### src/rtl/prefix_addsub_pipe.sv
// rtl/prefix_addsub_pipe.sv - pipelined parallel-prefix adder/subtractor with valid/ready flow control
module prefix_addsub_pipe #(
    parameter int WIDTH = 32,
    parameter int TREE  = 0
) (
    input  logic             clk,
    input  logic             rst_n,
    input  logic             in_valid,
    output logic             in_ready,
    input  logic [WIDTH-1:0] a,
    input  logic [WIDTH-1:0] b,
    input  logic             cin,
    input  logic             sub,
    output logic             out_valid,
    input  logic             out_ready,
    output logic [WIDTH-1:0] s,
    output logic             cout,
    output logic             ovf,
    output logic             zero,
    output logic             neg
);

    localparam int L = $clog2(WIDTH);
    localparam int H = (L + 1) / 2;

    logic adv;
    logic v1, v2, v3;

    assign adv       = ~v3 | out_ready;
    assign in_ready  = adv;
    assign out_valid = v3;

    always_ff @(posedge clk or negedge rst_n) begin
        if (!rst_n) begin
            v1 <= 1'b0;
            v2 <= 1'b0;
            v3 <= 1'b0;
        end else if (adv) begin
            v1 <= in_valid;
            v2 <= v1;
            v3 <= v2;
        end
    end

    // Stage 1: operand capture, subtract inversion applied before the register
    logic [WIDTH-1:0] s1_a, s1_bb;
    logic             s1_cin;

    always_ff @(posedge clk) begin
        if (adv) begin
            s1_a   <= a;
            s1_bb  <= sub ? ~b : b;
            s1_cin <= cin;
        end
    end

    logic [WIDTH-1:0] hp, g0;
    assign hp = s1_a ^ s1_bb;
    assign g0 = s1_a & s1_bb;

    logic [WIDTH-1:0] gl  [0:L];
    logic [WIDTH-1:0] pl  [0:L-1];
    logic [WIDTH-1:0] gin [1:L];
    logic [WIDTH-1:0] pin [1:L];

    // Carry-in folded into bit 0's generate so the tree needs only log2(WIDTH) levels
    assign gl[0] = {g0[WIDTH-1:1], g0[0] | (hp[0] & s1_cin)};
    assign pl[0] = hp;

    // Stage 2 registers split the prefix tree roughly in half
    logic [WIDTH-1:0] s2_g, s2_p, s2_hp;
    logic             s2_cin, s2_am, s2_bm;

    always_ff @(posedge clk) begin
        if (adv) begin
            s2_g   <= gl[H];
            s2_p   <= pl[H];
            s2_hp  <= hp;
            s2_cin <= s1_cin;
            s2_am  <= s1_a[WIDTH-1];
            s2_bm  <= s1_bb[WIDTH-1];
        end
    end

    for (genvar lv = 1; lv <= L; lv++) begin : g_lvl
        if (lv == H + 1) begin : g_src_reg
            assign gin[lv] = s2_g;
            assign pin[lv] = s2_p;
        end else begin : g_src_comb
            assign gin[lv] = gl[lv-1];
            assign pin[lv] = pl[lv-1];
        end

        for (genvar i = 0; i < WIDTH; i++) begin : g_bit
            localparam int D   = 1 << (lv - 1);
            localparam int J   = (TREE == 1) ? (i - D) : (((i >> (lv - 1)) << (lv - 1)) - 1);
            localparam bit ACT = (TREE == 1) ? (i >= D) : (((i >> (lv - 1)) & 1) == 1);

            if (ACT) begin : g_cell
                assign gl[lv][i] = gin[lv][i] | (pin[lv][i] & gin[lv][J]);
                if (lv < L) begin : g_p
                    assign pl[lv][i] = pin[lv][i] & pin[lv][J];
                end
            end else begin : g_pass
                assign gl[lv][i] = gin[lv][i];
                if (lv < L) begin : g_p
                    assign pl[lv][i] = pin[lv][i];
                end
            end
        end
    end

    logic [WIDTH-1:0] carry, sum;
    assign carry = {gl[L][WIDTH-2:0], s2_cin};
    assign sum   = s2_hp ^ carry;

    // Stage 3 is reset so outputs read as zero while idle after reset
    always_ff @(posedge clk or negedge rst_n) begin
        if (!rst_n) begin
            s    <= '0;
            cout <= 1'b0;
            ovf  <= 1'b0;
            zero <= 1'b0;
            neg  <= 1'b0;
        end else if (adv) begin
            s    <= sum;
            cout <= gl[L][WIDTH-1];
            ovf  <= (s2_am == s2_bm) && (sum[WIDTH-1] != s2_am);
            zero <= ~|sum;
            neg  <= sum[WIDTH-1];
        end
    end

endmodule

### config.mk
export PLATFORM = sky130hd
export DESIGN_NAME = prefix_addsub_pipe
export DESIGN_NICKNAME = d
export VERILOG_FILES = /design/src/rtl/prefix_addsub_pipe.sv
export SDC_FILE = /design/constraint.sdc
export NUM_CORES = 1
export LEC_CHECK = 0
export ABC_CLOCK_PERIOD_IN_PS = 7050
export CORE_MARGIN = 2
export CORE_UTILIZATION = 54
export DETAILED_ROUTE_END_ITERATION = 10
export PLACE_DENSITY = 0.86
export REMOVE_ABC_BUFFERS = 1
export SLEW_MARGIN = 25
export SYNTH_ARGS = -nofsm -noshare
export SYNTH_HDL_FRONTEND = slang
export SYNTH_SLANG_ARGS = --single-unit
### constraint.sdc
create_clock -name clk -period 7.05 [get_ports clk]
set_input_delay 0.705 -clock clk [delete_from_list [all_inputs] [get_ports clk]]
set_output_delay 0.705 -clock clk [all_outputs]
set_load 0.005 [all_outputs]
==> impl_summary.md <==
Logic synthesis
The distinct cell type count of the synthesized netlist is 38. A synthesized cell averages 15.5 um2. The portion of the post-synthesis area used by sequential elements is 72.9%. Sorting the synthesized cells by area gives the leading types as sky130_fd_sc_hd__edfxtp_1, sky130_fd_sc_hd__dfrtp_1, sky130_fd_sc_hd__ha_1. The synthesized design contains 153 enable-type register cells. In the synthesized netlist, the number of instances is 492. After synthesis, the share of flip-flops with an asynchronous set or reset is 19.9%. The commonest register cell after synthesis is sky130_fd_sc_hd__edfxtp_1. Yosys printed 0 warnings. The synthesized design spends more area on one cell type than any other, namely sky130_fd_sc_hd__edfxtp_1. The mapped netlist covers 7610 um2. The flop and latch count out of synthesis is 191. The synthesized design devotes to its leading area cell type 60.4% of total area.

GRT
The overall fraction of global-route tracks in use is between 10% and 20%. The via count of the first global-routing pass is 4185. The wire length of the first global-routing pass is 19.9 mm. The number of antenna violations at the first check in global routing is 0. The global route total overflow is 0. The maximum number of pins on one net before global-route repair is 114.

Floorplanning
In this run the vertical extent of the chip is 123 um. The core region is 13800 um2. The initial cell density of the core is between 50% and 60%. The die covers 15100 um2. During I/O placement, the number of pins put on the boundary was roughly 110.

The floorplan die width is between 100 and 150 um. Row generation in the floorplan step produced 43 rows.

Placed design
The wire-length estimate of the detail-placed layout is 8.74 mm. The placed standard-cell area is 8850 um2. The worst slack at placement is 3410 ps.

Routability-driven placement finished with a final weighted congestion of 0.817. During placement, the flow inserted port buffers numbering 107.

Power and ir drop
The maximum vdd ir drop is 0.182 mV. The logic gate share of total power is 25.7%. The internal power of the cells totals 2.67 mW. The clock share of power is between 20% and 30%.

In this run the static leakage power is 3.82 nW. Summed over all nets, the switching power comes to just over 1 mW. Net switching is 27.8% of the power. The sequential fraction of design power is 49.8%. In this run the power density over the cells is between 300 and 400 nW/um2. Total power for the finished layout comes to 3.70 mW.

Timing
The ratio of final minimum period to clock period is approximately 51%. Setup repair after global routing left no endpoint under its margin. The final-report max-slew violation count is 0. The post-route minimum period is 3620 ps. The setup slack after layout is 3430 ps. The measured slew at the worst slew-check pin is 919 ps. The final total negative setup slack is 0 ps. The hold violation total from the final report is 0. The clock arrives with 9.11 ps of skew. The final-report setup violation count is 0. Based on the critical path, the design can be clocked at up to 276 MHz. The worst pin sits at a relative slew slack of 38.7%.

Drt
After detailed routing, the number of vias per cell comes to 5.27. The per-cell routed wire length is ~16 um. The iteration count of the initial detailed-routing pass is 4. The first routing iteration left 216 violations. The number of nets with antenna violations after routing is 0. The final wirelength is 12.7 mm. The post-route DRC violation count is 0.

Detailed routing inserted a total of 4208 vias.

Min path
The class of the most critical hold timing path is primary input to async pin.

Worst setup path
Walking the worst path, the cells encountered are clkdlybuf4s50_1 -> nor2b_4 -> buf_4 -> inv_6 -> clkdlybuf4s50_1. On the critical path, the stage with the largest delay is an instance of sky130_fd_sc_hd__inv_6. The most repeated library cell on the critical path is sky130_fd_sc_hd__clkdlybuf4s50_1. The signal arrival time at the worst endpoint is roughly 2900 ps. The type of destination of the critical path is an output port. The startpoint of the worst register-to-register path is out_valid$_DFFE_PN0P_. The number of buffers and inverters on the critical path is 4.

The family with the most delay on the worst path is buffers and inverters. The critical path starts at out_ready. STA classifies the critical path startpoint as a primary input. The critical path is of the primary input to output port type.

The largest stage delay on the critical path is 660 ps. The biggest fanout along the worst timing path is between 100 and 150. The required time of the worst setup path is 6340 ps.

Cells and area
The synthesis-to-finish area growth is 23.8%. In the final layout, the share of cells above drive strength 1 is 7.12%. In the layout the commonest cells are sky130_fd_sc_hd__edfxtp_1, sky130_fd_sc_hd__clkdlybuf4s50_1, sky130_fd_sc_hd__nand2_1. The area of all placed cells without fillers is 9420 um2. After the last flow step, the layout net total stands at 708. The most common cell after layout, fill and taps aside is sky130_fd_sc_hd__edfxtp_1. The final antenna diode count is 0.

Clock network
In this run, post-CTS repair resized a total of 0 instances. The number of buffers added for setup after CTS is 0. CTS placed an instance of sky130_fd_sc_hd__clkbuf_16 at the clock tree root.

Buffers inserted to repair hold after CTS numbered 0. The later pin in the worst-skew pair is clocked with a latency of 430 ps. Clock-pin slew was measured on the worst setup and hold paths at approximately 60 ps.

The total CTS buffers is 17. The H-tree generated during clock tree synthesis spans 4 levels. TritonCTS built the clock tree. The number of buffers on the longest clock path is 2. The clock drives 191 sinks.

Status
The run finished with clean final reports.

Run
The count of maximum capacitance violations is 0.
==> area by class of cell <==
class | instances | area (um2)
Sequential cell | 191 | 5550
Multi-Input combinational cell | 285 | 2000
Timing Repair Buffer | 109 | 1080
Inverter | 1 | 8.76
Clock buffer | 22 | 484
Fill cell | 898 | 4400
Tap cell | 180 | 225
Clock inverter | 10 | 83.8
==> state kept, by name, indices dropped and copies added, names as in the netlist <==
signal and cells:
s2_p 25, s2_am 1, zero 1, v2 1
out_valid 1, v1 1, s2_bm 1, cout 1
ovf 1, s2_g 32, s1_bb 32, s1_a 32
s 32, s1_cin 1, s2_hp 28, s2_cin 1
==> power groups by stage <==
stage	registers, mW	logic, mW	clock network (mW)
2_1_floorplan	1.83	0.530	0
3_3_place_gp	1.84	0.914	0
3_5_place_dp	1.86	0.952	0
4_1_cts	1.84	0.961	0.925
5_1_grt	1.88	1.06	0.964
6_report	1.84	0.951	0.906
==> cell usage after synthesis, types with 2 or more instances <==
cell	n
sky130_fd_sc_hd__buf_1	3
sky130_fd_sc_hd__xnor2_1	20
sky130_fd_sc_hd__a21oi_2	3
sky130_fd_sc_hd__nor3_1	6
sky130_fd_sc_hd__a2111oi_0	4
sky130_fd_sc_hd__nor2_1	14
sky130_fd_sc_hd__nand3_1	2
sky130_fd_sc_hd__a21o_1	25
sky130_fd_sc_hd__and3_1	12
sky130_fd_sc_hd__a21oi_1	28
sky130_fd_sc_hd__xor2_1	43
sky130_fd_sc_hd__nand2_1	55
sky130_fd_sc_hd__nand4_1	2
sky130_fd_sc_hd__ha_1	33
sky130_fd_sc_hd__clkbuf_1	9
sky130_fd_sc_hd__and2_1	9
sky130_fd_sc_hd__edfxtp_1	153
sky130_fd_sc_hd__dfrtp_1	38
sky130_fd_sc_hd__o21ai_0	14
==> cell families after synthesis <==
logic type      count (synthesis)  share of synthesized area (%)
buf+inv                        16                          0.954
flops                         191                           72.9
fa+ha+maj                      33                           5.43
simple gates                  111                           7.02
xor+xnor                       63                           7.25
compound gates                 78                           6.48
==> routing by layer <==
metal	GRT usage (%)	up-vias	part of all wire (%)
met5	0	-	0
met4	10.8	0	3.4
met3	4.37	30	3.7
met2	31.4	106	53
met1	20.0	2042	40
li1	-	2030	-
==> path summary, 6_finish.rpt <==
path / to / slack, ps / cells past startpoint
min in group clk: s2_am$_DFFE_PP_ / 460 / 0
setup / recovery: in_ready / 3430 / 5
max in group asynchronous: s[8]$_DFFE_PN0P_ / 6150 / 1
hold / removal: out_valid$_DFFE_PN0P_ / 370 / 1
setup reg to reg: zero$_DFFE_PN0P_ / 4170 / 7
hold reg to reg: s2_am$_DFFE_PP_ / 460 / 0
==> stage by stage <==
step / utilization (%) / cells / hold slack, ps
finish: 68.1 / 798 / 372
global route: 68.1 / 798 / 425
CTS: 68.1 / 798 / 379
detailed placement: 64.0 / 766 / 457
global placement: 64.0 / 766 / 439
floorplan: - / 477 / 409
(Power assumes the default switching activity.)
